### config.mk
export PLATFORM = sky130hd
export DESIGN_NAME = ex_seq_ctrl
export DESIGN_NICKNAME = d
export VERILOG_FILES = /design/src/rtl/ex_pkg.sv /design/src/rtl/ex_iter_shifter.sv /design/src/rtl/ex_seq_ctrl.sv
export SDC_FILE = /design/constraint.sdc
export NUM_CORES = 1
export LEC_CHECK = 0
export ABC_AREA = 1
export CAP_MARGIN = 25
export CORE_MARGIN = 2
export CORE_UTILIZATION = 40
export CTS_CLUSTER_SIZE = 28
export DETAILED_ROUTE_END_ITERATION = 12
export RECOVER_POWER = 25
export SETUP_SLACK_MARGIN = 0.05
export SLEW_MARGIN = 20
export SYNTH_ARGS = -nofsm -noshare
export SYNTH_HDL_FRONTEND = slang
export SYNTH_SLANG_ARGS = --single-unit
### constraint.sdc
create_clock -name clk -period 1.8 [get_ports clk]
set_input_delay 0.18 -clock clk [delete_from_list [all_inputs] [get_ports clk]]
set_output_delay 0.18 -clock clk [all_outputs]
set_load 0.1 [all_outputs]
### src/rtl/ex_pkg.sv
// Shared constants and types for the execute-stage sequencing controller.
// Opcode/function encodings, FSM states and shifter direction codes.
package ex_pkg;

  localparam logic [6:0] OP_IMM = 7'b0010011;
  localparam logic [6:0] OP_REG = 7'b0110011;

  // {funct7, funct3} keys for R-type operations
  localparam logic [9:0] FN_ADD = 10'b0000000_000;
  localparam logic [9:0] FN_SUB = 10'b0100000_000;
  localparam logic [9:0] FN_AND = 10'b0000000_111;
  localparam logic [9:0] FN_OR  = 10'b0000000_110;
  localparam logic [9:0] FN_SLL = 10'b0000000_001;
  localparam logic [9:0] FN_SRL = 10'b0000000_101;
  localparam logic [9:0] FN_SRA = 10'b0100000_101;

  typedef enum logic [1:0] {
    IDLE,
    SHIFT,
    DONE
  } state_e;

  typedef enum logic [1:0] {
    SH_LL,
    SH_RL,
    SH_RA
  } shift_dir_e;

endpackage

### src/rtl/ex_iter_shifter.sv
// Iterative shifter: operand register, remaining-shift counter and a step
// shifter moving up to SHIFT_STEP bit positions per cycle.
module ex_iter_shifter
  import ex_pkg::*;
#(
  parameter int XLEN       = 32,
  parameter int SHIFT_STEP = 1,
  parameter int SHAMT_W    = $clog2(XLEN)
) (
  input  logic               clk,
  input  logic               rst_n,
  input  logic               start,
  input  logic [XLEN-1:0]    operand,
  input  logic [SHAMT_W-1:0] shamt,
  input  shift_dir_e         dir,
  output logic               last,
  output logic [XLEN-1:0]    result_next
);

  localparam logic [SHAMT_W-1:0] STEP_AMT = SHAMT_W'(SHIFT_STEP);

  logic [XLEN-1:0]    op_q;
  logic [SHAMT_W-1:0] cnt_q;
  shift_dir_e         dir_q;
  logic [SHAMT_W-1:0] amt;
  logic [XLEN-1:0]    shifted;

  // NOTE: every signal written in always_comb gets a default first so no path leaves it unassigned (which would infer a latch).
  always_comb begin
    amt     = (cnt_q < STEP_AMT) ? cnt_q : STEP_AMT;
    shifted = op_q << amt;
    case (dir_q)
      SH_RL:   shifted = op_q >> amt;
      SH_RA:   shifted = XLEN'($signed(op_q) >>> amt);
      default: shifted = op_q << amt;
    endcase
  end

  // NOTE: state registers use non-blocking assignments so every flop samples pre-edge values.
  always_ff @(posedge clk or negedge rst_n) begin
    if (!rst_n) begin
      op_q  <= '0;
      cnt_q <= '0;
      dir_q <= SH_LL;
    end else if (start) begin
      op_q  <= operand;
      cnt_q <= shamt;
      dir_q <= dir;
    end else if (cnt_q != '0) begin
      op_q  <= shifted;
      cnt_q <= cnt_q - amt;
    end
  end

  // Final step is the one that drains the counter; the controller captures it directly.
  assign last        = (cnt_q != '0) && (cnt_q <= STEP_AMT);
  assign result_next = shifted;

endmodule

### src/rtl/ex_seq_ctrl.sv
// Execute-stage sequencing controller: decode, FSM and held output register.
// Optional SRL/SRA support through the iterative shifter when EX_SRL_SRA_EN is defined.
module ex_seq_ctrl
  import ex_pkg::*;
#(
  parameter int XLEN       = 32,
  parameter int SHIFT_STEP = 1
) (
  input  logic            clk,
  input  logic            rst_n,
  input  logic            in_valid,
  output logic            in_ready,
  input  logic [XLEN-1:0] read_data1,
  input  logic [XLEN-1:0] read_data2,
  input  logic [XLEN-1:0] imm,
  input  logic [6:0]      opcode,
  input  logic [2:0]      funct3,
  input  logic [6:0]      funct7,
  output logic            out_valid,
  input  logic            out_ready,
  output logic [XLEN-1:0] alu_result,
  output logic            illegal,
  output logic            busy
);

  localparam int SHAMT_W = $clog2(XLEN);

  state_e state_q, state_d;

  logic               accept;
  logic [XLEN-1:0]    dec_result;
  logic               dec_illegal;
  logic               dec_shift;
  shift_dir_e         dec_dir;
  logic [SHAMT_W-1:0] dec_shamt;

  logic               sh_start;
  logic               sh_last;
  logic [XLEN-1:0]    sh_result;

  logic               load;
  logic [XLEN-1:0]    load_result;
  logic               load_illegal;
  logic [XLEN-1:0]    result_q;
  logic               illegal_q;

  assign in_ready  = (state_q == IDLE) || ((state_q == DONE) && out_ready);
  assign accept    = in_valid && in_ready;
  assign dec_shamt = read_data2[SHAMT_W-1:0];

  always_comb begin
    dec_result  = '0;
    dec_illegal = 1'b0;
    dec_shift   = 1'b0;
    dec_dir     = SH_LL;
    case (opcode)
      OP_IMM: dec_result = read_data1 + imm;
      OP_REG: begin
        case ({funct7, funct3})
          FN_ADD: dec_result = read_data1 + read_data2;
          FN_SUB: dec_result = read_data1 - read_data2;
          FN_AND: dec_result = read_data1 & read_data2;
          FN_OR:  dec_result = read_data1 | read_data2;
          // Shift encodings pass rs1 through so a zero shamt completes in one cycle.
          FN_SLL: begin
            dec_shift  = 1'b1;
            dec_result = read_data1;
          end
`ifdef EX_SRL_SRA_EN
          FN_SRL: begin
            dec_shift  = 1'b1;
            dec_dir    = SH_RL;
            dec_result = read_data1;
          end
          FN_SRA: begin
            dec_shift  = 1'b1;
            dec_dir    = SH_RA;
            dec_result = read_data1;
          end
`endif
          default: dec_illegal = 1'b1;
        endcase
      end
      default: dec_result = '0;
    endcase
  end

  always_comb begin
    state_d      = state_q;
    sh_start     = 1'b0;
    load         = 1'b0;
    load_result  = dec_result;
    load_illegal = dec_illegal;
    case (state_q)
      IDLE, DONE: begin
        if (accept) begin
          if (dec_shift && (dec_shamt != '0)) begin
            state_d  = SHIFT;
            sh_start = 1'b1;
          end else begin
            state_d = DONE;
            load    = 1'b1;
          end
        end else if (state_q == DONE && out_ready) begin
          state_d = IDLE;
        end
      end
      SHIFT: begin
        if (sh_last) begin
          state_d      = DONE;
          load         = 1'b1;
          load_result  = sh_result;
          load_illegal = 1'b0;
        end
      end
      default: state_d = IDLE;
    endcase
  end

  always_ff @(posedge clk or negedge rst_n) begin
    if (!rst_n) begin
      state_q   <= IDLE;
      result_q  <= '0;
      illegal_q <= 1'b0;
    end else begin
      state_q <= state_d;
      if (load) begin
        result_q  <= load_result;
        illegal_q <= load_illegal;
      end
    end
  end

  ex_iter_shifter #(
    .XLEN      (XLEN),
    .SHIFT_STEP(SHIFT_STEP),
    .SHAMT_W   (SHAMT_W)
  ) u_shifter (
    .clk        (clk),
    .rst_n      (rst_n),
    .start      (sh_start),
    .operand    (read_data1),
    .shamt      (dec_shamt),
    .dir        (dec_dir),
    .last       (sh_last),
    .result_next(sh_result)
  );

  assign out_valid  = (state_q == DONE);
  assign alu_result = result_q;
  assign illegal    = illegal_q;
  assign busy       = (state_q != IDLE);

endmodule

==> summary.txt, run 1 <==
Status
  – Result of the run: complete, but fails checks
  – Failing checks: setup timing

STA
  – Slew headroom: 17.5%
  – Hold Vio Cnt, Final: 0
  – Least-Margin Pin Slew: 1.24 ns
  – Count of final setup violators: 31
  – Fin. max-slew vios: 0
  – Hold slack final: 0.363 ns
  – Clock skew: 0.00825 ns
  – Minimum clock period: ~3.1 ns
  – Period utilisation layout: 170%
  – Worst setup margin: -1.25 ns
  – Max frequency: 0.327 GHz
  – RSZ-0062 raised after global routing: true

Cells and area
  – Post-route design area: 0.0168 mm²
  – NumNets Final: 2,387
  – P&R area growth vs syn: 72.7%
  – N_diodes: 0
  – Layout cell share with drive strength beyond 1: 38.0%

Critical path
  – Crit path max fanout: 5
  – R2r endpoint: alu_result[24]
  – Critical path arrival: 3.27 ns
  – Critical Path RT: 2.02 ns
  – R2R cell count: 10
  – CP Capture Type: flip-flop
  – CP Class: in2reg
  – Reg2reg start: u_shifter.cnt_q[2]
  – Crit start category: input pin
  – R2R setup slack: -0.06 ns

Power and ir drop
  – P_sw: 4.02 mW
  – PD cells: 571 mW/mm²
  – Clk pwr share: a little under a fifth
  – P_leak: roughly 8.6 nW
  – Int Power: 5.57 mW
  – Comb pwr share: between 50% and 60%
  – Sw Ratio: 41.9%
  – Part of the power in registers: roughly 23%
  – Peak supply drop: roughly 0.76 mV

Floorplan
  – Die area: 0.0256 mm²
  – Die X: 160 µm
  – Core Footprint: approximately 0.024 mm²
  – Row cnt: 57
  – DIE HEIGHT: 160 µm
  – # IOs: 153
  – Initial Utilization: 40.3%

Yosys
  – Post-Syn Area per Cell: 5.86 µm²
  – Mapped Area: 0.00972 mm²
  – Yosys top cell by area: nand2_1
  – Total number of yosys warnings: 0
  – Synth top area cells: nand2_1 21%, dfrtp_1 19%, ha_1 8.6%
  – Unique cell type count in the Yosys netlist: 51
  – #FFs+latches synth: 72
  – Sequential area share after synthesis: 18.5%
  – Post-synth ARST share: 100%
  – Number of synthesized flops with an enable pin: 0
  – Ys flop type: dfrtp_1
  – Area share of the largest cell type after synthesis: 20.7%
  – Mapped Nets: 1,845
  – Gate Count Post-Synth: 1,659

Hold path
  – HP Class: in2reg
  – Hold path startpoint: read_data2[2]
  – Worst Hold Depth: 4
  – Worst hold endpoint: u_shifter.cnt_q[2]

CTS
  – Cts bufs inserted: 9
  – Max Buffers Root-to-Sink: 2
  – Clk slew on worst S/H paths: 0.06 ns
  – Insertion delay to the later sink of the worst-skew pair: 0.33 ns
  – Clk sinks: 72
  – H-tree levels: 3
  – TritonCTS clock tree: yes
  – Clk root buf: clkbuf_16

Placement
  – # port buffers: 152
  – HPWL after detailed placement: 36.4 mm
  – RePlAce Congestion: approximately 1.0
  – Pre-CTS setup slack: -2.07 ns
  – DP Area: 0.0145 mm²

Drt
  – DR vias: 13,609
  – DRC viols: 0
  – Vias per cell: approximately 5.4
  – Final WL: 47.3 mm
  – WL per Instance: 18.7 µm
  – Iter 0 DRT Violations: 1,259
  – 1st-pass router iterations: 5
  – Post-DRT Antenna Nets: 0

Global route
  – Initial antenna violation count: 1
  – Pin count of the biggest net entering global routing: 54
  – GRT Total Usage: 34.1%
  – First-pass GRT wire length: 68.3 mm
  – Number of global-route vias before repair: 12,693
  – Grt ovf: 0

Job
  – MaxCap Viol Count: 0
## Yosys cell counts, drive strengths merged (3+ instances only)
| master | count |
|---|---|
| o22ai | 16 |
| a21oi | 121 |
| clkbuf | 10 |
| nand4 | 20 |
| o211ai | 4 |
| nor3 | 23 |
| inv | 219 |
| nand2 | 543 |
| nor4 | 7 |
| xnor2 | 6 |
| xor2 | 31 |
| nor2 | 167 |
| a22o | 3 |
| dfrtp | 72 |
| o21ai | 143 |
| o21a | 6 |
| nand3 | 102 |
| nand3b | 8 |
| a21o | 4 |
| a21boi | 3 |
| ha | 67 |
| buf | 32 |
| o221ai | 4 |
| o21bai | 12 |
| a31oi | 10 |
| or2 | 13 |
## worst max path at each step
stage                             start              to  slack [ns]  depth (start not counted)
after global routing      read_data2[0]  alu_result[21]       -1.43                         24
final                     read_data2[0]  alu_result[19]       -1.25                         28
after global placement    read_data2[0]  alu_result[21]       -2.04                         25
after CTS                 read_data2[0]  alu_result[26]       -1.38                         26
after detailed placement  read_data2[0]  alu_result[21]       -2.07                         25
after floorplan           read_data2[0]  alu_result[29]       -0.93                         24
## timing repair
action                                  CTS  global route
cloned                                    1             9
endpoints found under the hold margin    19             0
endpoints found under the setup margin   72            64
pin swaps                               121           116
buffers inserted                         42            30
gates resized for setup                 235           222
hold buffers                              1             0
## through the flow
stage,total power [mW],util [%],TNS [ns],std cells
2_1_floorplan,4.78,-,-30.08,1659
3_3_place_gp,6.68,60.1,-76.61,2447
3_5_place_dp,6.74,60.1,-76.86,2447
4_1_cts,8.85,65.3,-34.68,2505
5_1_grt,10.1,69.6,-36.71,2530
6_report,9.58,69.6,-31.91,2530
## layout by cell type, fill, tap and decap left out, types with 37 or more instances in the layout
| cell type | instances |
|---|---|
| nand2_1 | 425 |
| a21oi_2 | 37 |
| dfrtp_1 | 72 |
| nand3_1 | 72 |
| nor2_1 | 111 |
| o21ai_1 | 47 |
| buf_4 | 386 |
| nand2_2 | 92 |
| clkdlybuf4s50_1 | 91 |
| ha_1 | 59 |
| buf_6 | 47 |
| o21ai_0 | 63 |
| inv_1 | 196 |
| a21oi_1 | 81 |
## critical path, cell delays in order
cell     delay, ns
buf_12        0.12
inv_16        0.05
ha_4          0.13
inv_4         0.04
nor3_4        0.16
nand4_4       0.13
nor3_4        0.26
buf_6         0.15
nor2_4        0.04
a21oi_2       0.11
xor2_1        0.16
ha_1          0.32
nand2_1       0.14
nand2_2       0.08
buf_6         0.12
nand2_4       0.05
nand2_4       0.05
a21oi_2       0.15
nand2_4       0.11
buf_6         0.14
nand2_4       0.04
nand4_1       0.07
nand3_1       0.07
nand2_1       0.07
nand2_2       0.09
nand3_2       0.09
nand2_1       0.09
nand2_1       0.05
## metal layers
metal  wire, µm  track usage (%)  vias to the layer above
li1           -                -                     6504
met4       1180             8.35                        0
met3       3440             2.96                       77
met1      20900             49.4                     6442
met5          0                0                        -
met2      21700             54.8                      586
## power groups by stage
| stage | logic (mW) | clock network [mW] | registers (mW) |
|---|---|---|---|
| floorplan | 2.39 | 0 | 2.39 |
| global placement | 4.51 | 0 | 2.16 |
| detailed placement | 4.57 | 0 | 2.18 |
| CTS | 4.88 | 1.81 | 2.15 |
| global route | 6.03 | 1.87 | 2.21 |
| finish | 5.61 | 1.80 | 2.18 |
## area by class of cell
class	instances	area, µm²
multi-input cells	1327	8290
fillers	2071	7320
well taps	324	405
inverters	219	868
clock inverters	3	40.0
repair buffers	572	5110
flip-flops and latches	72	1800
clock buffers	13	260
## cell families (layout without fill, tap and decap cells)
group	after synthesis	after routing	synth area share [%]
AND/OR/NAND/NOR	888	889	39.0
AO/OA/AOI/OAI	330	330	18.8
buffers and inverters	261	807	11.0
flip-flops	72	72	18.5
adder cells (fa/ha/maj)	69	69	9.04
XOR/XNOR	37	37	3.33
multiplexers	2	2	0.206
## state kept, by name, indices dropped and copies added, names as in the netlist
name and cells:
u_shifter.cnt_q 5, u_shifter.op_q 32, illegal 1, alu_result 32, state_q 2
(Power assumes the default switching activity.)
==> run 2, diff against run 1 <==
--- a/config.mk
+++ b/config.mk
@@ -11,6 +11,7 @@
 export CORE_UTILIZATION = 40
 export CTS_CLUSTER_SIZE = 28
 export DETAILED_ROUTE_END_ITERATION = 12
+export MAX_ROUTING_LAYER = met4
 export RECOVER_POWER = 25
 export SETUP_SLACK_MARGIN = 0.05
 export SLEW_MARGIN = 20
==> summary.txt, run 2 (synthesis gave the netlist of run 1 again) <==
Cells and area
  – P&R area growth vs syn: 75.9%
  – Commonest non-fill, non-tap cells in the layout: 407 x buf_4, 398 x nand2_1, 189 x inv_1
  – N_diodes: 0 (unchanged)
  – FILL cells: 2,041 (-1.4%)
  – NumNets Final: 2,394 (+0.29%)
  – Layout cell share with drive strength beyond 1: 40.4% (+2.4 points)
  – Commonest non-fill, non-tap cell in the layout: buf_4
  – Post-Layout Cell Count: 2,537 (+0.28%)

Drt
  – Final WL: 45.7 mm (-3.3%)
  – WL per Instance: 18.0 µm (-3.5%)
  – DRC viols: 0 (unchanged)
  – Vias per cell: 5.27 (-1.9%)
  – Post-DRT Antenna Nets: 0 (unchanged)
  – 1st-pass router iterations: 5 (unchanged)
  – Iter 0 DRT Violations: 1,182 (-6.1%)
  – DR vias: 13,381 (-1.7%)

STA
  – Clock skew: 0.0101 ns (+0.00181 ns)
  – Count of final setup violators: 31 (unchanged)
  – Slew headroom: 52.9% (+35 points)
  – Least-Margin Pin Slew: 0.707 ns (-0.531 ns)
  – Period utilisation layout: 175% (+5.2 points)
  – RSZ-0062 raised after global routing: true
  – Fin. max-slew vios: 0 (unchanged)
  – Hold slack final: 0.308 ns (-0.0558 ns)
  – Max frequency: 0.318 GHz (-2.9%)
  – Hold Vio Cnt, Final: 0 (unchanged)
  – Minimum clock period: 3.15 ns (+0.0927 ns)
  – Worst setup margin: -1.35 ns (-0.0927 ns)

Global route
  – Pin count of the biggest net entering global routing: 33 (-39%)
  – Grt ovf: 0 (unchanged)
  – First-pass GRT wire length: 67.6 mm (-1.1%)
  – GRT Total Usage: 34.8% (+0.73 points)
  – Initial antenna violation count: 0 (-1)
  – Number of global-route vias before repair: 12,676 (-0.13%)

Status
  – Result of the run: complete, but fails checks
  – Failing checks: setup timing

Critical path
  – Slowest-stage cell, CP: clkdlybuf4s50_1
  – R2R setup slack: 0.04 ns (+0.10 ns)
  – R2R cell count: 10 (unchanged)
  – Worst path max stage delay: 0.47 ns (+0.15 ns)
  – Critical path arrival: 3.38 ns (+0.11 ns)
  – Crit start category: input pin
  – Crit path max fanout: 3 (-2)
  – R2r endpoint: alu_result[15]
  – CP Capture Type: flip-flop
  – Critical Path RT: 2.03 ns (about the same)
  – CP Class: in2reg
  – End of the critical path: alu_result[30]
  – Worst setup path start: read_data2[14]
  – Reg2reg start: u_shifter.cnt_q[3]

Power and ir drop
  – P_leak: 8.70 nW (+0.99%)
  – PD cells: 579 mW/mm² (+1.4%)
  – Peak supply drop: 0.795 mV (+4.7%)

Placement
  – HPWL after detailed placement: 35.9 mm (-1.3%)
  – RePlAce Congestion: 0.998 (-1.5%)
  – Placed cell count: 2,455 (+0.33%)
  – # port buffers: 152 (unchanged)

Floorplan
  – # IOs: 153 (unchanged)
  – Die X: 160 µm (unchanged)
  – Initial Utilization: 40.3% (unchanged)
  – Core Footprint: 0.0241 mm² (unchanged)
  – Die area: 0.0256 mm² (unchanged)
  – Row cnt: 57 (unchanged)
  – DIE HEIGHT: 160 µm (unchanged)

Hold path
  – HP Class: in2reg

Job
  – MaxCap Viol Count: 0 (unchanged)

CTS
  – TritonCTS clock tree: yes
  – Insertion delay to the later sink of the worst-skew pair: 0.34 ns (about the same)
  – Clk slew on worst S/H paths: 0.06 ns (about the same)
  – Clk sinks: 72 (unchanged)
  – H-tree levels: 3 (unchanged)
  – Max Buffers Root-to-Sink: 2 (unchanged)
  – Clk root buf: clkbuf_16
  – Cts bufs inserted: 9 (unchanged)
[run 2: cell types whose count changed in the layout (fill, tap and decap cells not counted), sizes merged]
cell and change:
dlygate4sd2 +8, clkinv -2, buf +3, bufinv +2
clkbuf -4, nand2 -1, inv +1, clkdlybuf4s15 +2
dlymetal6s2s -3, clkinvlp +1
[run 2: worst min-delay path by stage]
stage	start	to	slack, ns	cells past startpoint
floorplan	rst_n	alu_result[0]	-0.12	0
global placement	rst_n	state_q[1]	0.13	1
detailed placement	rst_n	state_q[1]	0.12	1
CTS	read_data2[1]	u_shifter.cnt_q[1]	0.28	4
global route	read_data2[0]	u_shifter.cnt_q[0]	0.32	4
finish	read_data2[0]	u_shifter.cnt_q[0]	0.31	4
[run 2: cell type report]
cell class / count / area [µm²] / area share [%]
repair buffers: 580 / 5030 / 29.5
multi-input cells: 1326 / 8630 / 50.5
clock inverters: 5 / 103 / 0.600
well taps: 324 / 405 / 2.37
clock buffers: 11 / 253 / 1.48
inverters: 219 / 863 / 5.05
flip-flops and latches: 72 / 1800 / 10.5
[run 2: repair_timing]
| item | in CTS | in global routing |
|---|---|---|
| endpoints found under the hold margin | 26 | 0 |
| cloned | 2 | 2 |
| pin swaps | 131 | 158 |
| setup buffers | 28 | 36 |
| endpoints found under the setup margin | 72 | 65 |
| hold buffers | 1 | 0 |
| gates resized for setup | 233 | 263 |
[run 2: metrics by stage]
| step | utilization [%] | setup slack (ns) | total power [mW] | TNS, ns | area (µm²) |
|---|---|---|---|---|---|
| floorplan | - | -0.929 | 4.78 | -30.08 | 10100 |
| global placement | 60.2 | -2.27 | 6.66 | -77.83 | 14500 |
| detailed placement | 60.2 | -2.23 | 6.73 | -77.86 | 14500 |
| CTS | 66.0 | -1.48 | 9.13 | -36.81 | 15900 |
| global route | 70.9 | -1.54 | 10.5 | -40.09 | 17100 |
| finish | 70.9 | -1.35 | 9.90 | -34.87 | 17100 |
[run 2: report_power, final]
part           switching [mW]  leakage [nW]  total [mW]  internal [mW]
clock network           0.687         0.172        2.11           1.43
registers               0.197         0.959        2.17           1.97
logic                    3.17          7.56        5.61           2.44
[run 2: metal layers]
| metal | track usage [%] | wire length [µm] | vias to the layer above |
|---|---|---|---|
| met5 | - | 0 | - |
| met3 | 4.81 | 3260 | 91 |
| li1 | - | - | 6524 |
| met1 | 46.9 | 20300 | 6213 |
| met4 | 9.95 | 1420 | 0 |
| met2 | 54.6 | 20700 | 553 |
[run 2: critical path: cells and delay by family]
kind	cells	cell delay, ns
AO/OA/AOI/OAI	1	0.20
adder cells (fa/ha/maj)	1	0.29
AND/OR/NAND/NOR	16	1.50
XOR/XNOR	1	0.07
buffers and inverters	6	1.12
